## config.mk

```make
export PLATFORM = sky130hd
export DESIGN_NAME = swalloc
export DESIGN_NICKNAME = d
export VERILOG_FILES = /design/src/rtl/swalloc.sv
export SDC_FILE = /design/constraint.sdc
export NUM_CORES = 1
export LEC_CHECK = 0
export ABC_AREA = 1
export BUFFER_PORTS_ARGS = -buffer_cell sky130_fd_sc_hd__buf_2
export CAP_MARGIN = 20
export CORE_ASPECT_RATIO = 1.1
export CORE_MARGIN = 5
export CORE_UTILIZATION = 49
export CTS_CLUSTER_DIAMETER = 40
export DETAILED_ROUTE_END_ITERATION = 10
export GPL_ROUTABILITY_DRIVEN = 0
export PLACE_DENSITY = 0.67
export SLEW_MARGIN = 10
export SYNTH_ARGS = -nofsm -noshare
export SYNTH_HDL_FRONTEND = slang
export SYNTH_SLANG_ARGS = --single-unit
```

## constraint.sdc

```tcl
create_clock -name clk -period 5.9 [get_ports clk]
set_input_delay 0.59 -clock clk [delete_from_list [all_inputs] [get_ports clk]]
set_output_delay 0.59 -clock clk [all_outputs]
set_load 0.01 [all_outputs]
```

## src/rtl/swalloc.sv

```systemverilog
// Switch allocator for the 5x5 router.
// Each output port is shared round-robin among the inputs whose route
// computation selected it. A grant of a head flit locks the output to that
// input (wormhole) until the tail flit transfers. Drives the crossbar selects.
module swalloc #(
   parameter int NPORT = 5,
   parameter int PORTW = 3
) (
   input  logic                   clk,
   input  logic                   rst_,
   input  logic [NPORT-1:0]       req,
   input  logic [NPORT*PORTW-1:0] req_port,
   input  logic [NPORT-1:0]       tail,
   input  logic [NPORT-1:0]       oready,
   output logic [NPORT-1:0]       grant,
   output logic [NPORT*PORTW-1:0] osel,
   output logic [NPORT-1:0]       ovalid,
   output logic [NPORT-1:0]       obusy
);

   typedef enum logic {
      ST_IDLE = 1'b0,
      ST_BUSY = 1'b1
   } lock_t;

   // Registered per-output state: lock, owning input, round-robin pointer.
   lock_t            r_lock  [NPORT];
   logic [PORTW-1:0] r_owner [NPORT];
   logic [PORTW-1:0] r_ptr   [NPORT];

   // Next-state values.
   lock_t            w_lockNext  [NPORT];
   logic [PORTW-1:0] w_ownerNext [NPORT];
   logic [PORTW-1:0] w_ptrNext   [NPORT];

   // Arbitration helpers.
   logic [NPORT-1:0] w_owned;
   logic [NPORT-1:0] w_cand    [NPORT];
   logic [NPORT-1:0] w_pickValid;
   logic [PORTW-1:0] w_pickIdx [NPORT];

   // Inputs that currently hold a lock on some output are kept out of every
   // candidate set, so an input can never be allocated a second output.
   always_comb begin
      w_owned = '0;
      for (int o = 0; o < NPORT; o++) begin
         for (int i = 0; i < NPORT; i++) begin
            if (r_lock[o] == ST_BUSY && r_owner[o] == PORTW'(i)) begin
               w_owned[i] = 1'b1;
            end
         end
      end
   end

   // Candidate matrix: input i competes for output o when it requests o.
   // A requested port value >= NPORT matches no output.
   always_comb begin
      for (int o = 0; o < NPORT; o++) begin
         w_cand[o] = '0;
         for (int i = 0; i < NPORT; i++) begin
            w_cand[o][i] = req[i] && !w_owned[i] &&
                           (req_port[i*PORTW +: PORTW] == PORTW'(o));
         end
      end
   end

   // Round-robin search per output, starting at its pointer and wrapping.
   always_comb begin
      for (int o = 0; o < NPORT; o++) begin
         w_pickValid[o] = 1'b0;
         w_pickIdx[o]   = '0;
         for (int k = 0; k < NPORT; k++) begin
            int j;
            j = (int'(r_ptr[o]) + k) % NPORT;
            if (!w_pickValid[o] && w_cand[o][j]) begin
               w_pickValid[o] = 1'b1;
               w_pickIdx[o]   = PORTW'(j);
            end
         end
      end
   end

   // Output decode: a locked output forwards its owner's flit whenever the
   // owner has one and downstream is ready; idle outputs drive select 0.
   always_comb begin
      grant  = '0;
      ovalid = '0;
      osel   = '0;
      obusy  = '0;
      for (int o = 0; o < NPORT; o++) begin
         if (r_lock[o] == ST_BUSY) begin
            obusy[o]                  = 1'b1;
            osel[o*PORTW +: PORTW]    = r_owner[o];
            if (req[r_owner[o]] && oready[o]) begin
               ovalid[o]           = 1'b1;
               grant[r_owner[o]]   = 1'b1;
            end
         end
      end
   end

   // Lock FSM per output: allocate on an idle cycle with candidates (no
   // grant that cycle), release when the owner's tail flit transfers.
   always_comb begin
      for (int o = 0; o < NPORT; o++) begin
         w_lockNext[o]  = r_lock[o];
         w_ownerNext[o] = r_owner[o];
         w_ptrNext[o]   = r_ptr[o];
         case (r_lock[o])
            ST_IDLE: begin
               if (w_pickValid[o]) begin
                  w_lockNext[o]  = ST_BUSY;
                  w_ownerNext[o] = w_pickIdx[o];
                  w_ptrNext[o]   = (w_pickIdx[o] == PORTW'(NPORT-1)) ?
                                   '0 : w_pickIdx[o] + 1'b1;
               end
            end
            ST_BUSY: begin
               if (ovalid[o] && tail[r_owner[o]]) begin
                  w_lockNext[o] = ST_IDLE;
               end
            end
            default: begin
               w_lockNext[o] = ST_IDLE;
            end
         endcase
      end
   end

   // State registers; reset drops every lock and rewinds the pointers.
   always_ff @(posedge clk or negedge rst_) begin
      if (!rst_) begin
         for (int o = 0; o < NPORT; o++) begin
            r_lock[o]  <= ST_IDLE;
            r_owner[o] <= '0;
            r_ptr[o]   <= '0;
         end
      end else begin
         for (int o = 0; o < NPORT; o++) begin
            r_lock[o]  <= w_lockNext[o];
            r_owner[o] <= w_ownerNext[o];
            r_ptr[o]   <= w_ptrNext[o];
         end
      end
   end

endmodule

```

==> results.yml, run 1 <==
floorplanning:
  dieArea_mm2: 0.0215
  start_util: 0.498
  row_count: 52
  core_area_mm2: 0.0183
  die_h_um: 153
  ios: 62
  die_w_um: 140
synthesis:
  synth-simple-area-share: 0.446
  syn_nets: 1762
  yosysWarnings: 0
  synth_edf_count: 0
  synth_compound_area_frac: 0.139
  synth_area_per_cell_um2: 5.65
  async_reset_ff_frac: 1.00
  synth_top_family_by_area: "simple AND/OR/NAND/NOR gates"
  synth_seq_cells: 35
  syn_area_mm2: 0.00914
  synth_mux_area_frac: 0
  syn_inst: 1619
  synth_adder_area_share: 0.154
  synth-main-ff-cell: "dfrtp_1"
  synth_cell_types: 53
  ys_seq_area_frac: 0.0958
  synth_xor_area_frac: 0.0393
clock_tree:
  htree_num_levels: 2
  postCtsHoldBufs: 0
  cts.sinks: 35
  clock_latency_ps: 290
  post_cts_buffers: 0
  clock_path_buffers: 2
  ctsResizeCount: 0
  clk_pin_slew_ps: 60
  numCtsBuffers: 5
  cts_tree: "yes"
  root_buffer: "clkbuf_16"
timing:
  slew_headroom: 0.395
  timing.setup.tns_ps: 0
  drv_slew: 0
  final-setup-viol-count: 0
  fin_crit_ps: 4760
  fmax_ghz: 0.210
  rsz0062_at_grt: "false"
  finalHoldViolations: 0
  worst_pin_slew_ps: 907
  skew_ps: 7.75
  timing.final.crit_share: 0.807
layout:
  stdcell_count: 1915
  drive_gt1_frac: 0.100
  antennaDiodeCount: 0
  final_util: 0.536
  final_nets: 1814
  layout_common_cells: "nand2_1 (517), inv_1 (252), nand3_1 (147)"
  mostFrequentLayoutCell: "nand2_1"
  nFillCells: 1938
  area_growth_pct: 7.66
route:
  drc_errors: 0
  vias: 10200
  drt_first_iter_violations: 749
  ant_nets: 0
  finalWirelength_um: 26700
  via_per_inst: 5.34
  drt-pass1-iter-count: 5
  wl_per_cell_um: 13.9
min_path:
  hp-class: "in2async"
setup_path:
  critPathCaptureType: "flip-flop"
  critPathMaxFanout: 16
  crit_top_cell: "nand2_1"
  critical_path.startpoint_type: "flip-flop"
  rr_startpoint: "r_ptr[9]"
  slowest_stage: "dfrtp_1"
  crit_start: "r_ptr[9]"
  worst-endpoint-arrival_ps: 5000
  cp_slowest_stage_delay_ps: 730
  crit_type: "reg2reg"
  crit_required_ps: 6140
outcome:
  outcome: "completed"
placement:
  dpl.hpwl_um: 22100
  port_buffers: 61
  dpl.cell_count: 1907
grt:
  grtUsageTotal: 0.244
  antenna_found_initial: 0
  grt_max_degree: 36
  grt_pass1_vias: 9254
  gr-total-overflow: 0
  grt_pass1_wl_um: 44600
job:
  max_cap_viol_count: 0
## cell type report
cell class                 instances  area, µm²  share of cell area
sequential                        35        876              0.0890
timing repair buffer              63        320              0.0325
multi-input combinational       1284       7110               0.723
tap                              243        304              0.0309
clock buffer                       5        125              0.0127
clock inverter                     3       43.8             0.00445
inverter                         282       1060               0.108
## sequential cells by signal, summed over array words and instances, names as in the netlist
signal	flops
r_lock	5
r_owner	15
r_ptr	15
## metrics by stage
stage	hold slack, ps	setup slack [ps]	cell area, µm²
4_1_cts	445	1190	9840
2_1_floorplan	294	1760	9140
3_5_place_dp	587	1210	9670
3_3_place_gp	578	1320	9670
5_1_grt	491	600	9840
6_report	420	1140	9840
## routing by layer
layer  GRT usage  wire length [µm]  vias to the layer above
met5           0                 0                        -
met4      0.0618               693                        0
met3      0.0203              1540                       49
met2       0.412             12200                      337
met1       0.335             12300                     4544
li1            -                 -                     5287
## path summary, 6_finish.rpt
path | endpoint | slack (ps) | cells past startpoint
worst min-delay path | r_owner[10] | 420 | 1
min in group clk | r_owner[10] | 610 | 2
worst max-delay path | r_ptr[9] | 1140 | 28
worst max register to register | r_ptr[9] | 1140 | 28
max in group asynchronous | r_owner[8] | 4900 | 1
worst min register to register | r_owner[10] | 610 | 2
## worst max-delay path, delay by kind of cell (launching register included)
family                     cells  cell delay (ps)
xor gates and xnor gates       1              190
AOI/OAI and AO/OA              1               70
DFF                            1              730
and+or+nand+nor               19             2170
adders and majority gates      4             1030
buffers and inverters          3              510
## synthesized netlist by cell type, types with 3 or more instances
cell      count  area [µm²]
o311ai_0      3        26.3
a21oi_1      36         180
a21oi_2       4        35.0
o211ai_1     22         165
o21ai_0      72         360
or2_2         6        37.5
nand4_1      32         200
xor2_2        6        97.6
buf_4         4        30.0
a41oi_1       4        35.0
or2_1         4        25.0
o21ai_1      35         175
nor3_1       15        75.1
clkbuf_1      5        18.8
inv_2        28         105
nor3_2        3        30.0
nand3_1     147         736
o21a_1        6        45.0
ha_1        108        1350
buf_2         8        40.0
nand2_2      21         131
nand2_1     517        1940
dfrtp_1      35         876
nor2_1      140         526
fa_1          3        60.1
inv_1       252         946
nand3_2      12         120
xnor2_1       4        35.0
nor2_2        5        31.3
xor2_1       24         210
nand3b_1     23         173
## cells by family (layout without fill, tap and decap cells)
kind of cell	after synthesis	in the layout
compound gates	208	208
xor+xnor	35	35
fa+ha+maj	111	111
buf+inv	300	353
simple gates	930	930
flops	35	35
Power of run 1 is not shown: default switching activity piles up to over one toggle a cycle in this logic, so the estimate is an artifact.
==> run 2: changes to the inputs <==
--- a/config.mk
+++ b/config.mk
@@ -14,7 +14,7 @@
 export CTS_CLUSTER_DIAMETER = 40
 export DETAILED_ROUTE_END_ITERATION = 10
 export GPL_ROUTABILITY_DRIVEN = 0
-export PLACE_DENSITY = 0.67
+export PLACE_DENSITY = 0.69
 export SLEW_MARGIN = 10
 export SYNTH_ARGS = -nofsm -noshare
 export SYNTH_HDL_FRONTEND = slang
==> constraint.sdc (replaced) <==
create_clock -name clk -period 3.9 [get_ports clk]
set_input_delay 0.39 -clock clk [delete_from_list [all_inputs] [get_ports clk]]
set_output_delay 0.39 -clock clk [all_outputs]
set_load 0.01 [all_outputs]
==> run 2 against run 1 <==
Global-route usage is 1.2 points higher. Non-clock buffer count up 142. Fmax is 25% higher. First-iteration DRC count is 8.8% higher. Sequential share of layout area decreased by 1.4 points. Clock skew shrank 0.59 ps. Critical endpoint is now r_ptr[2]. Wire length grew 11%. Via count grew 7.2%. Cell count grew 7.4%. Critical path depth stayed put. Hold slack got worse by 200 ps. Flip-flop and latch count did not move.
==> results.yml, run 2 (same netlist as run 1, synthesis figures left out) <==
outcome:
  outcome: "completed"
timing:
  worst_pin_slew_ps: 927
  skew_ps: 7.16
  slew_headroom: 0.382
  drv_slew: 0
  fmax_ghz: 0.262
  finalHoldViolations: 0
  fin_crit_ps: 3820
  rsz0062_at_grt: "true"
  final-setup-viol-count: 0
  timing.final.crit_share: 0.980
job:
  max_cap_viol_count: 0
setup_path:
  cp_slowest_stage_delay_ps: 380
  reg2reg_depth: 28
  worstReg2RegEnd: "r_ptr[2]"
  crit_type: "reg2reg"
  rr_startpoint: "r_ptr[1]"
  critPathCaptureType: "flip-flop"
  slowest_stage: "dfrtp_2"
  reg2reg_slack_ps: 80
  crit_family: "simple AND/OR/NAND/NOR gates"
  critPathMaxFanout: 5
  critical_path.startpoint_type: "flip-flop"
  crit_required_ps: 4090
  worst-endpoint-arrival_ps: 4020
  cp.buffers_inverters: 6
floorplanning:
  row_count: 52
  start_util: 0.498
  die_w_um: 140
  core_area_mm2: 0.0183
  dieArea_mm2: 0.0215
  die_h_um: 153
  ios: 62
layout:
  drive_gt1_frac: 0.274
  final_nets: 1956
  reg_top3: "r_owner (15), r_ptr (15), r_lock (5)"
  layout_common_cells: "nand2_1 (462), inv_1 (222), buf_4 (143)"
  antennaDiodeCount: 0
  final_util: 0.641
  area_growth_pct: 28.7
  nFillCells: 1709
  stdcell_count: 2057
  mostFrequentLayoutCell: "nand2_1"
grt:
  gr-total-overflow: 0
  grt_pass1_wl_um: 46600
  grt_pass1_vias: 9841
  grt_max_degree: 36
  antenna_found_initial: 0
  grtUsageTotal: 0.256
clock_tree:
  cts_tree: "yes"
  cts.sinks: 35
  clock_path_buffers: 2
  root_buffer: "clkbuf_16"
  clock_latency_ps: 300
  clk_pin_slew_ps: 60
  numCtsBuffers: 5
  htree_num_levels: 2
placement:
  port_buffers: 61
  dpl.cell_count: 1994
  dpl.hpwl_um: 23100
route:
  vias: 11000
  drt-pass1-iter-count: 5
  finalWirelength_um: 29500
  drt_first_iter_violations: 815
  drc_errors: 0
  via_per_inst: 5.33
  ant_nets: 0
  wl_per_cell_um: 14.4
min_path:
  hp-class: "in2async"
## run 2: how the worst max path moves through the flow
stage | startpoint | cells past startpoint | endpoint | slack, ps
after floorplan | r_ptr[12] | 36 | r_ptr[14] | -60
after global placement | r_ptr[13] | 31 | r_ptr[14] | -5
after detailed placement | r_ptr[13] | 31 | r_ptr[14] | -110
after CTS | r_ptr[1] | 28 | r_ptr[2] | -40
after global routing | r_ptr[1] | 30 | r_ptr[2] | -200
final | r_ptr[1] | 28 | r_ptr[2] | 80
## run 2: per-layer routing
metal | part of all wire | GRT usage
met5 | 0 | 0
met2 | 0.48 | 0.428
met1 | 0.44 | 0.342
met4 | 0.024 | 0.0803
met3 | 0.061 | 0.0313
## run 2: worst reg2reg max path: cells and delay by family (launching register included)
family / cells / cell delay, ps
and+or+nand+nor: 15 / 1460
adders and majority gates: 4 / 760
buffers and inverters: 6 / 520
AOI/OAI and AO/OA: 2 / 390
DFF: 1 / 380
xor gates and xnor gates: 1 / 200
## run 2: stage by stage
stage | hold WS [ps] | setup WS [ps] | TNS, ps | instance area [µm²]
global route | 275 | -197 | -1270 | 11800
CTS | 240 | -39.8 | -39.8 | 10800
global placement | 554 | -5.12 | -5.12 | 10500
floorplan | 94.4 | -63.3 | -63.3 | 9310
detailed placement | 554 | -109 | -472 | 10500
finish | 222 | 79.4 | 0 | 11800
## run 2: area by class of cell
class,count,area (µm²),area share
Clock buffer,5,125,0.0106
Clock inverter,3,20.0,0.00170
Inverter,282,1080,0.0916
Multi-Input combinational cell,1284,7970,0.677
Sequential cell,35,882,0.0750
Tap cell,243,304,0.0258
Timing Repair Buffer,205,1390,0.118
## run 2: what timing repair did
action / in CTS / in global routing
gates resized for setup: 22 / 189
hold buffers: 0 / 0
setup endpoints to repair: 10 / 31
setup buffers: 11 / 44
pin swaps: 10 / 116
Power of run 2 is left out for the same reason.
==> run 3: changes to the inputs <==
--- a/config.mk
+++ b/config.mk
@@ -10,11 +10,11 @@
 export CAP_MARGIN = 20
 export CORE_ASPECT_RATIO = 1.1
 export CORE_MARGIN = 5
-export CORE_UTILIZATION = 49
+export CORE_UTILIZATION = 64
 export CTS_CLUSTER_DIAMETER = 40
 export DETAILED_ROUTE_END_ITERATION = 10
 export GPL_ROUTABILITY_DRIVEN = 0
-export PLACE_DENSITY = 0.69
+export PLACE_DENSITY = 0.84
 export SLEW_MARGIN = 10
 export SYNTH_ARGS = -nofsm -noshare
 export SYNTH_HDL_FRONTEND = slang
==> constraint.sdc (replaced) <==
create_clock -name clk -period 4.1 [get_ports clk]
set_input_delay 0.41 -clock clk [delete_from_list [all_inputs] [get_ports clk]]
set_output_delay 0.41 -clock clk [all_outputs]
set_load 0.01 [all_outputs]
==> run 3 against run 2 <==
Core utilization rose by 13 points. Global-route usage rose by 5.0 points. First-iteration DRC count rose by 32%. Clock skew decreased by 1.1 ps. Register-to-register slack is essentially flat. Flip-flop and latch count stayed put. Cell count is 6.0% lower. Clock-buffer cell count up 2. Worst setup slack gained 6.3 ps. Sequential share of layout area up 0.67 points. Die area decreased by 22%. Critical path type unchanged.
==> results.yml, run 3 (same netlist as run 1, synthesis figures left out) <==
layout:
  nFillCells: 1105
  final_cell_area_mm2: 0.0108
  reg_top3: "r_owner (15), r_ptr (15), r_lock (5)"
  mostFrequentLayoutCell: "nand2_1"
  final_nets: 1887
  layout_common_cells: "nand2_1 (490), inv_1 (230), nand3_1 (140)"
  area_growth_pct: 17.8
  antennaDiodeCount: 0
  drive_gt1_frac: 0.199
floorplanning:
  dieArea_mm2: 0.0168
  die_h_um: 135
  row_count: 45
  ios: 62
  die_w_um: 124
  core_area_mm2: 0.0139
  start_util: 0.657
clock_tree:
  clock_latency_ps: 280
  cts_tree: "yes"
  htree_num_levels: 2
  clk_pin_slew_ps: 60
  root_buffer: "clkbuf_16"
  clock_path_buffers: 2
  numCtsBuffers: 5
  cts.sinks: 35
grt:
  gr-total-overflow: 0
  antenna_found_initial: 2
  grt_pass1_wl_um: 42800
  grtUsageTotal: 0.305
  grt_max_degree: 36
  grt_pass1_vias: 9618
placement:
  port_buffers: 61
  place_area_mm2: 0.00987
  dpl.hpwl_um: 21300
setup_path:
  cp.buffers_inverters: 9
  critical_path.startpoint_type: "flip-flop"
  reg2reg_slack_ps: 90
  worst-endpoint-arrival_ps: 4240
  crit_type: "reg2reg"
  rr_startpoint: "r_ptr[13]"
  crit_top_cell: "nand2_1"
  critPathMaxFanout: 4
  crit_required_ps: 4320
  reg2reg_depth: 35
  slowest_stage: "dfrtp_1"
  crit_family: "simple AND/OR/NAND/NOR gates"
  crit_start: "r_ptr[13]"
  worstReg2RegEnd: "r_ptr[14]"
  critPathCaptureType: "flip-flop"
  cp_slowest_stage_delay_ps: 390
timing:
  timing.final.crit_share: 0.979
  slew_headroom: 0.401
  worst_pin_slew_ps: 899
  fin_crit_ps: 4010
  drv_slew: 0
  finalHoldViolations: 0
  final-setup-viol-count: 0
  skew_ps: 6.02
  fmax_ghz: 0.249
route:
  wl_per_cell_um: 14.4
  via_per_inst: 5.71
  vias: 11000
  finalWirelength_um: 27900
  ant_nets: 0
  drt_first_iter_violations: 1072
  drt-pass1-iter-count: 8
  drc_errors: 0
job:
  max_cap_viol_count: 0
min_path:
  hp-class: "in2async"
outcome:
  outcome: "completed"
==> run 3: changes by cell type in the layout (fill, tap and decap cells not counted), sizes merged <==
| cell | previous run | this run |
|---|---|---|
| clkbuf | 5 | 7 |
| buf | 205 | 136 |
| clkinvlp | 6 | 0 |
| inv | 277 | 280 |
| clkinv | 2 | 3 |
==> run 3: worst max-delay path by stage <==
stage                     slack (ps)   endpoint  cells after the start
final                             90  r_ptr[14]                     35
after global routing            -140  r_ptr[14]                     35
after CTS                         10  r_ptr[14]                     35
after detailed placement          -6  r_ptr[14]                     33
after global placement           110   r_ptr[2]                     27
after floorplan                   30   r_ptr[9]                     29
==> run 3: worst reg2reg max path: cells and delay by family (launching register included) <==
| kind | cells | cell delay (ps) |
|---|---|---|
| buf+inv | 9 | 600 |
| flops | 1 | 390 |
| fa+ha+maj | 5 | 980 |
| simple gates | 20 | 1770 |
| xor+xnor | 1 | 180 |
==> run 3: cell type report <==
cell class	instances	area, µm²	share of cell area
Inverter	282	1070	0.0990
Clock buffer	7	133	0.0123
Tap cell	188	235	0.0218
Timing Repair Buffer	136	880	0.0817
Sequential cell	35	880	0.0817
Multi-Input combinational cell	1284	7570	0.703
Clock inverter	1	5.00	0.000465
==> run 3: routing by layer <==
layer,part of all wire,vias up,track usage
li1,-,5444,-
met1,0.41,4953,0.394
met2,0.47,546,0.512
met3,0.087,99,0.0510
met4,0.035,4,0.105
met5,0.00075,-,0
==> run 3: through the flow <==
step                TNS [ps]  hold WS (ps)  setup slack, ps   util  cells
floorplan                  0           114             32.1      -   1619
global placement           0           555              107  0.709   1887
finish                     0           257             85.7  0.775   1933
global route            -697           319             -141  0.775   1933
detailed placement     -6.42           562            -6.42  0.709   1887
CTS                        0           276             11.8  0.720   1896
==> run 3: what timing repair did <==
item / in CTS / in global routing
pin swaps: 0 / 44
setup buffers: 1 / 37
endpoints found under the setup margin: 3 / 19
gates resized for setup: 2 / 142
hold buffers: 0 / 0
Power of run 3 is left out for the same reason.
